**config.mk**
```make
export PLATFORM = sky130hd
export DESIGN_NAME = alu_elem_seq
export DESIGN_NICKNAME = d
export VERILOG_FILES = /design/src/rtl/alu_elem_seq.sv
export SDC_FILE = /design/constraint.sdc
export NUM_CORES = 1
export LEC_CHECK = 0
export CAP_MARGIN = 40
export CORE_MARGIN = 3
export CORE_UTILIZATION = 51
export CTS_CLUSTER_SIZE = 14
export DETAILED_ROUTE_END_ITERATION = 6
export GPL_ROUTABILITY_DRIVEN = 0
export GPL_TIMING_DRIVEN = 0
export PLACE_DENSITY = 0.85
export SLEW_MARGIN = 20
export SYNTH_ARGS = -nofsm -noshare
export SYNTH_HDL_FRONTEND = slang
export SYNTH_SLANG_ARGS = --single-unit
```
**constraint.sdc**
```tcl
create_clock -name clk_i -period 3.3 [get_ports clk_i]
set_input_delay 0.66 -clock clk_i [delete_from_list [all_inputs] [get_ports clk_i]]
set_output_delay 0.66 -clock clk_i [all_outputs]
set_load 0.01 [all_outputs]
```
**src/rtl/alu_elem_seq.sv**
```systemverilog
// Vector-lane ALU element sequencer: accepts one instruction, issues one element per cycle,
// and tracks in-flight elements through a latency shift register to drive VRF writeback.
module alu_elem_seq #(
  parameter int DATA_WIDTH = 32,
  parameter int MAX_VL     = 32,
  parameter int SHORT_LAT  = 1,
  parameter int LONG_LAT   = 3,
  localparam int IDX_W     = $clog2(MAX_VL),
  localparam int VL_W      = IDX_W + 1
) (
  input  logic             clk_i,
  input  logic             resetn_i,
  input  logic             req_valid_i,
  output logic             req_ready_o,
  input  logic [6:0]       req_ocode_i,
  input  logic             req_long_i,
  input  logic [VL_W-1:0]  req_vl_i,
  input  logic             req_vm_i,
  input  logic [MAX_VL-1:0] mask_i,
  input  logic             abort_i,
  output logic             alu_valid_o,
  output logic [6:0]       alu_ocode_o,
  output logic             alu_mask_e_o,
  output logic [IDX_W-1:0] elem_idx_o,
  output logic             wb_valid_o,
  output logic             wb_we_o,
  output logic [IDX_W-1:0] wb_idx_o,
  output logic             done_o,
  output logic [1:0]       dbg_state_o
);

  localparam int SLOT_W = (LONG_LAT > 1) ? $clog2(LONG_LAT) : 1;

  if (MAX_VL < 2 || (MAX_VL & (MAX_VL - 1)) != 0 || SHORT_LAT < 1 ||
      LONG_LAT <= SHORT_LAT || DATA_WIDTH < 1) begin : g_param_err
    $error("alu_elem_seq: invalid parameter set");
  end

  typedef enum logic [1:0] {
    S_IDLE  = 2'd0,
    S_ISSUE = 2'd1,
    S_ZWAIT = 2'd2
  } state_t;

  state_t              state_q, state_d;
  logic [6:0]          ocode_q, ocode_d;
  logic                long_q, long_d;
  logic [VL_W-1:0]     vl_q, vl_d;
  logic                vm_q, vm_d;
  logic [MAX_VL-1:0]   mask_q, mask_d;
  logic [IDX_W-1:0]    cnt_q, cnt_d;
  logic [LONG_LAT-1:0] pv_q, pv_d, pwe_q, pwe_d, plast_q, plast_d;
  logic [IDX_W-1:0]    pidx_q [LONG_LAT];
  logic [IDX_W-1:0]    pidx_d [LONG_LAT];

  logic              hazard, last_elem, issue, ready, accept, zdone, pipe_empty;
  logic [SLOT_W-1:0] ent;

  // Request handshake: a request transfers on a rising edge where req_valid_i and
  // req_ready_o are both high; ready never depends on req_valid_i.
  always_comb begin
    hazard = 1'b0;
    for (int j = 0; j < LONG_LAT; j++) begin
      if (pv_q[j] && (j >= (long_q ? LONG_LAT : SHORT_LAT))) hazard = 1'b1;
    end
    ent        = long_q ? SLOT_W'(LONG_LAT - 1) : SLOT_W'(SHORT_LAT - 1);
    last_elem  = ({1'b0, cnt_q} == (vl_q - VL_W'(1)));
    pipe_empty = ~|pv_q;
    // Only element 0 checks the hazard; later elements share its latency.
    issue      = (state_q == S_ISSUE) && !abort_i && ((cnt_q != '0) || !hazard);
    ready      = !abort_i && ((state_q == S_IDLE) || (issue && last_elem));
    accept     = req_valid_i && ready;
    zdone      = (state_q == S_ZWAIT) && pipe_empty && !abort_i;
  end

  always_comb begin
    state_d = state_q;
    ocode_d = ocode_q;
    long_d  = long_q;
    vl_d    = vl_q;
    vm_d    = vm_q;
    mask_d  = mask_q;
    cnt_d   = cnt_q;
    if (issue && !last_elem) cnt_d = cnt_q + IDX_W'(1);
    unique case (state_q)
      S_IDLE:  ;
      S_ISSUE: if (abort_i) state_d = S_IDLE;
               else if (issue && last_elem) state_d = S_IDLE;
      S_ZWAIT: if (abort_i || pipe_empty) state_d = S_IDLE;
      default: state_d = S_IDLE;
    endcase
    if (accept) begin
      ocode_d = req_ocode_i;
      long_d  = req_long_i;
      vl_d    = req_vl_i;
      vm_d    = req_vm_i;
      mask_d  = mask_i;
      cnt_d   = '0;
      state_d = (req_vl_i != '0) ? S_ISSUE : S_ZWAIT;
    end
  end

  // Slot 0 is the exit slot; an issue of latency L enters at slot L-1.
  always_comb begin
    pv_d    = pv_q >> 1;
    pwe_d   = pwe_q >> 1;
    plast_d = plast_q >> 1;
    for (int j = 0; j < LONG_LAT - 1; j++) pidx_d[j] = pidx_q[j+1];
    pidx_d[LONG_LAT-1] = '0;
    if (abort_i) pv_d = '0;
    if (issue) begin
      pv_d[ent]    = 1'b1;
      pwe_d[ent]   = vm_q | mask_q[cnt_q];
      plast_d[ent] = last_elem;
      pidx_d[ent]  = cnt_q;
    end
  end

  always_ff @(posedge clk_i or negedge resetn_i) begin
    if (!resetn_i) begin
      state_q <= S_IDLE;
      ocode_q <= '0;
      long_q  <= 1'b0;
      vl_q    <= '0;
      vm_q    <= 1'b0;
      mask_q  <= '0;
      cnt_q   <= '0;
      pv_q    <= '0;
      pwe_q   <= '0;
      plast_q <= '0;
      for (int j = 0; j < LONG_LAT; j++) pidx_q[j] <= '0;
    end else begin
      state_q <= state_d;
      ocode_q <= ocode_d;
      long_q  <= long_d;
      vl_q    <= vl_d;
      vm_q    <= vm_d;
      mask_q  <= mask_d;
      cnt_q   <= cnt_d;
      pv_q    <= pv_d;
      pwe_q   <= pwe_d;
      plast_q <= plast_d;
      for (int j = 0; j < LONG_LAT; j++) pidx_q[j] <= pidx_d[j];
    end
  end

  assign req_ready_o  = ready;
  assign alu_valid_o  = issue;
  assign alu_ocode_o  = ocode_q;
  assign alu_mask_e_o = mask_q[cnt_q];
  assign elem_idx_o   = cnt_q;
  assign wb_valid_o   = pv_q[0];
  assign wb_we_o      = pv_q[0] & pwe_q[0];
  assign wb_idx_o     = pidx_q[0];
  assign done_o       = (pv_q[0] & plast_q[0]) | zdone;
  assign dbg_state_o  = state_q;

endmodule

```
==> results.md <==
- In this run, flip-flops and latches consume a little over two fifths of the power.
- The upper clock frequency limit is 0.305 GHz.
- The residual DRC count is 0.
- The largest fanout of any net on the critical path is 6.
- The detail-routed via count per cell is around 5.3.
- The floorplan step defined a die boundary enclosing 8240 um^2.
- Once detail routing completed, the nets flagged for antenna violations numbered 0.
- The most used flip-flop cell after synthesis is sky130_fd_sc_hd__dfrtp_1.
- The leakage dissipation is 2.12 nW.
- On the worst path, the slowest cell contributes a delay of 0.53 ns.
- The path type of the worst setup path is reg2out.
- The post-route clock period utilization is 99.2%.
- The signal on the critical path passes through inv_1 > ha_1 > nor4bb_1 > o211ai_1 > a31oi_4 > nand3_4 > nand2_1 > clkdlybuf4s50_1.
- TritonCTS built the clock tree.
- The type of element capturing the critical path is an output pin.
- The number of nets produced by synthesis is 309.
- In this run the tool buffered the top-level ports with 75 buffer cells.
- The setup-violating endpoint count in the final report is 0.
- The initial standard-cell utilization of the core is between 50 and 60%.
- The worst hold-check slack is about 0.21 ns.
- Once layout is complete, the utilization of the core stands at a little over two thirds.
- The estimated wirelength of the detail-placed design is 5.54 mm.
- The routed layout has 2338 vias.
- Combinational logic burns between 20% and 30% of the power.
- For this run, the number of Yosys warnings is 0.
- In the global route stage, overall resource usage came out at around a fifth.
- The share of total power dissipated in the clock network is roughly 28%.
- The overall overflow remaining after global route is 0.
- The first global-routing pass estimated 12.6 mm of wire.
- Max-cap violations in this run came to 0.
- The area of the placeable core is between 6000 and 7000 um^2.
- The synthesized area per cell is about 14 um^2.
- The clock latency on the worst-skew pair is roughly 0.36 ns.
- In the final routed layout, each cell accounts on average for 17.4 um.
- The share of the Yosys chip area taken by registers is a little over half.
- For this block, the routed nets add up to between 7 and 8 mm of wire.
- Leaving out fill and tap cells, the most frequent cell in the layout is sky130_fd_sc_hd__dfrtp_1.
- For this design, the sink count on the clock tree is between 70 and 80.
- The number of optimization iterations in the first detailed-route pass is 4.
- The filler cells instantiated in the layout total 468.
- In the layout the commonest cells are 76 x sky130_fd_sc_hd__dfrtp_1, 73 x sky130_fd_sc_hd__clkdlybuf4s50_1, 45 x sky130_fd_sc_hd__mux2_4, 15 x sky130_fd_sc_hd__nor2_1, 14 x sky130_fd_sc_hd__nand2_1.
- The kind of launch point of the worst setup path is a flop.
- Cell internal power was estimated by the tool at 1.99 mW.
- The top-level I/O count is between 70 and 80.
- The clock tree buffer depth is 2.
- After clock tree synthesis, the clock-pin slew on the worst setup and hold paths is approximately 0.080 ns.
- The worst hold path belongs to the class in2async.
- The count of hold buffers inserted by post-cts repair is 0.
- The total clock buffers created by CTS is 9.
- At the end of the flow, the number of nets in the layout was 397.
- The count of endpoints failing hold in the final timing report is 0.
- The layout overhead on the synthesized area is 31.1%.
- The maximum VDD drop is around 340 uV.
- The total net switching power is around 0.76 mW.
- Headroom to the max-slew limit came out at between 60 and 70%.
- The critical path contains buffers and inverters numbering 2 combined.
- The share of post-route cells with drive strength above 1 is between 20% and 30%.
- The gate family responsible for the most delay along the worst path is buffers and inverters.
- Of the total power, the share spent switching nets is approximately 28%.
- The slowest stage of the critical path belongs to the cell sky130_fd_sc_hd__clkdlybuf4s50_1.
- The maximum level of the CTS H-tree is 3.
- Data arrives at the worst endpoint at approximately 2.6 ns.
- In the synthesized netlist, the number of instances is 255.
- The number of enable flip-flop cells after synthesis is 0.
- Between clock sinks in the finished design, the worst skew comes to approximately 0.011 ns.
- The minimum clock period is between 3 and 4 ns.
- After synthesis the netlist holds a flip-flop and latch count of 78.
- For this run, asynchronously set or reset flops after synthesis account for 100%.
- Entering global routing, the biggest net connects 53 pins.
- In this run the cell area of the synthesized design comes to roughly 3700 um^2.
- The width of the die is 90.8 um.
- The die is around 91 um tall.
- For the worst setup path, the data required time is between 2 and 3 ns.
- The number of antenna violations at the first check in global routing came to 0.
- The total number of placement rows is 30.
- The number of global-route vias before repair is about 2500.
- The root buffer selected by CTS is sky130_fd_sc_hd__clkbuf_8.
- The run finished with clean final reports.
- For this block, the initial DRC count from the detailed router was 89.
- In this run, distinct cell masters in the synthesized netlist total 48.
- At the pin with the least slew margin, the transition time is between 0.4 and 0.5 ns.
- The power density over cell area is about 570 nW/um^2.
- The number of max-slew violations in the final report came to 0.
- The number of diodes added for antenna fixing is 0.
==> power groups by stage <==
| stage | Sequential, mW | Combinational [mW] | Clock [mW] |
|---|---|---|---|
| global placement | 1.22 | 0.715 | 0 |
| floorplan | 1.20 | 0.471 | 0 |
| detailed placement | 1.23 | 0.742 | 0 |
| CTS | 1.21 | 0.759 | 0.799 |
| global route | 1.23 | 0.816 | 0.836 |
| finish | 1.21 | 0.764 | 0.782 |
==> routing by layer <==
metal	global-route usage [%]	vias to the layer above	wire length [um]
li1	-	1076	-
met1	24.8	1165	3250
met2	33.0	81	3850
met3	5.58	16	492
met4	7.16	0	150
met5	0	-	0
==> cell families after synthesis <==
group / synth area share [%]
AO/OA/AOI/OAI: 5.09
XOR/XNOR: 1.19
multiplexers: 25.2
AND/OR/NAND/NOR: 8.91
buffers and inverters: 5.39
flip-flops: 53.2
adder cells (fa/ha/maj): 1.02
==> worst paths after layout <==
path                            depth (start not counted)  slack, ns                      to                 from
min in group clk_i                                      0       0.35     pidx_q[9]$_DFF_PN0_  pidx_q[4]$_DFF_PN0_
worst max register to register                          9       0.56   mask_q[1]$_DFFE_PN0P_  vl_q[0]$_DFFE_PN0P_
worst min register to register                          0       0.35     pidx_q[9]$_DFF_PN0_  pidx_q[4]$_DFF_PN0_
worst min-delay path                                    1       0.21  mask_q[15]$_DFFE_PN0P_             resetn_i
worst max-delay path                                    8       0.03             req_ready_o  vl_q[0]$_DFFE_PN0P_
max in group asynchronous                               2       2.51     vl_q[0]$_DFFE_PN0P_             resetn_i
==> worst register-to-register path, cell delays in order (launching register included) <==
cell	delay [ns]
sky130_fd_sc_hd__dfrtp_2	0.45
sky130_fd_sc_hd__inv_1	0.07
sky130_fd_sc_hd__ha_1	0.17
sky130_fd_sc_hd__nor4bb_1	0.34
sky130_fd_sc_hd__o211ai_1	0.20
sky130_fd_sc_hd__a31oi_4	0.27
sky130_fd_sc_hd__nand3_4	0.12
sky130_fd_sc_hd__a21oi_4	0.45
sky130_fd_sc_hd__buf_12	0.22
sky130_fd_sc_hd__mux2_4	0.31
==> through the flow <==
step                power (mW)  setup TNS, ns  std cells  setup WS (ns)  cell area [um^2]
floorplan                 1.68              0        255          0.789              3670
global placement          1.93         -74.83        426         -0.963              4540
detailed placement        1.97              0        427         0.0407              4560
CTS                       2.76              0        444         0.0344              4790
global route              2.88         -0.217        444         -0.217              4810
finish                    2.75              0        444         0.0266              4810
==> cell type report <==
class / instances / area, um^2 / share of cell area, %
clock inverters: 5 / 82.6 / 1.72
flip-flops and latches: 78 / 1950 / 40.7
well taps: 96 / 120 / 2.50
clock buffers: 11 / 131 / 2.73
repair buffers: 77 / 782 / 16.3
inverters: 10 / 37.5 / 0.781
plain buffers: 15 / 168 / 3.49
multi-input cells: 152 / 1530 / 31.9
==> Yosys cell counts (4+ instances only) <==
library cell	instances	share of area, %
sky130_fd_sc_hd__dfrtp_1	78	53
sky130_fd_sc_hd__buf_12	4	2.2
sky130_fd_sc_hd__nand3_1	5	0.68
sky130_fd_sc_hd__mux4_2	9	5.5
sky130_fd_sc_hd__nor2b_1	5	0.85
sky130_fd_sc_hd__o21ai_0	6	0.82
sky130_fd_sc_hd__nand2_1	14	1.4
sky130_fd_sc_hd__and2_1	5	0.85
sky130_fd_sc_hd__nor2_1	15	1.5
sky130_fd_sc_hd__mux2_4	45	18
sky130_fd_sc_hd__inv_1	10	1.0
sky130_fd_sc_hd__buf_4	5	1.0
==> sequential cells by signal (all words and copies together) (netlist names), 2 cells and up <==
name	cells
alu_ocode_o	7
dbg_state_o	2
elem_idx_o	5
mask_q	32
pidx_q	10
plast_q	3
pv_q	3
pwe_q	3
vl_q	6
wb_idx_o	5
==> timing repair <==
item / in CTS / in global routing
pin swaps: 0 / 0
gates resized for setup: 5 / 7
buffers inserted: 1 / 0
endpoints found under the hold margin: 0 / 0
endpoints found under the setup margin: 2 / 1
No activity file was read; power rests on OpenSTA's default activity.
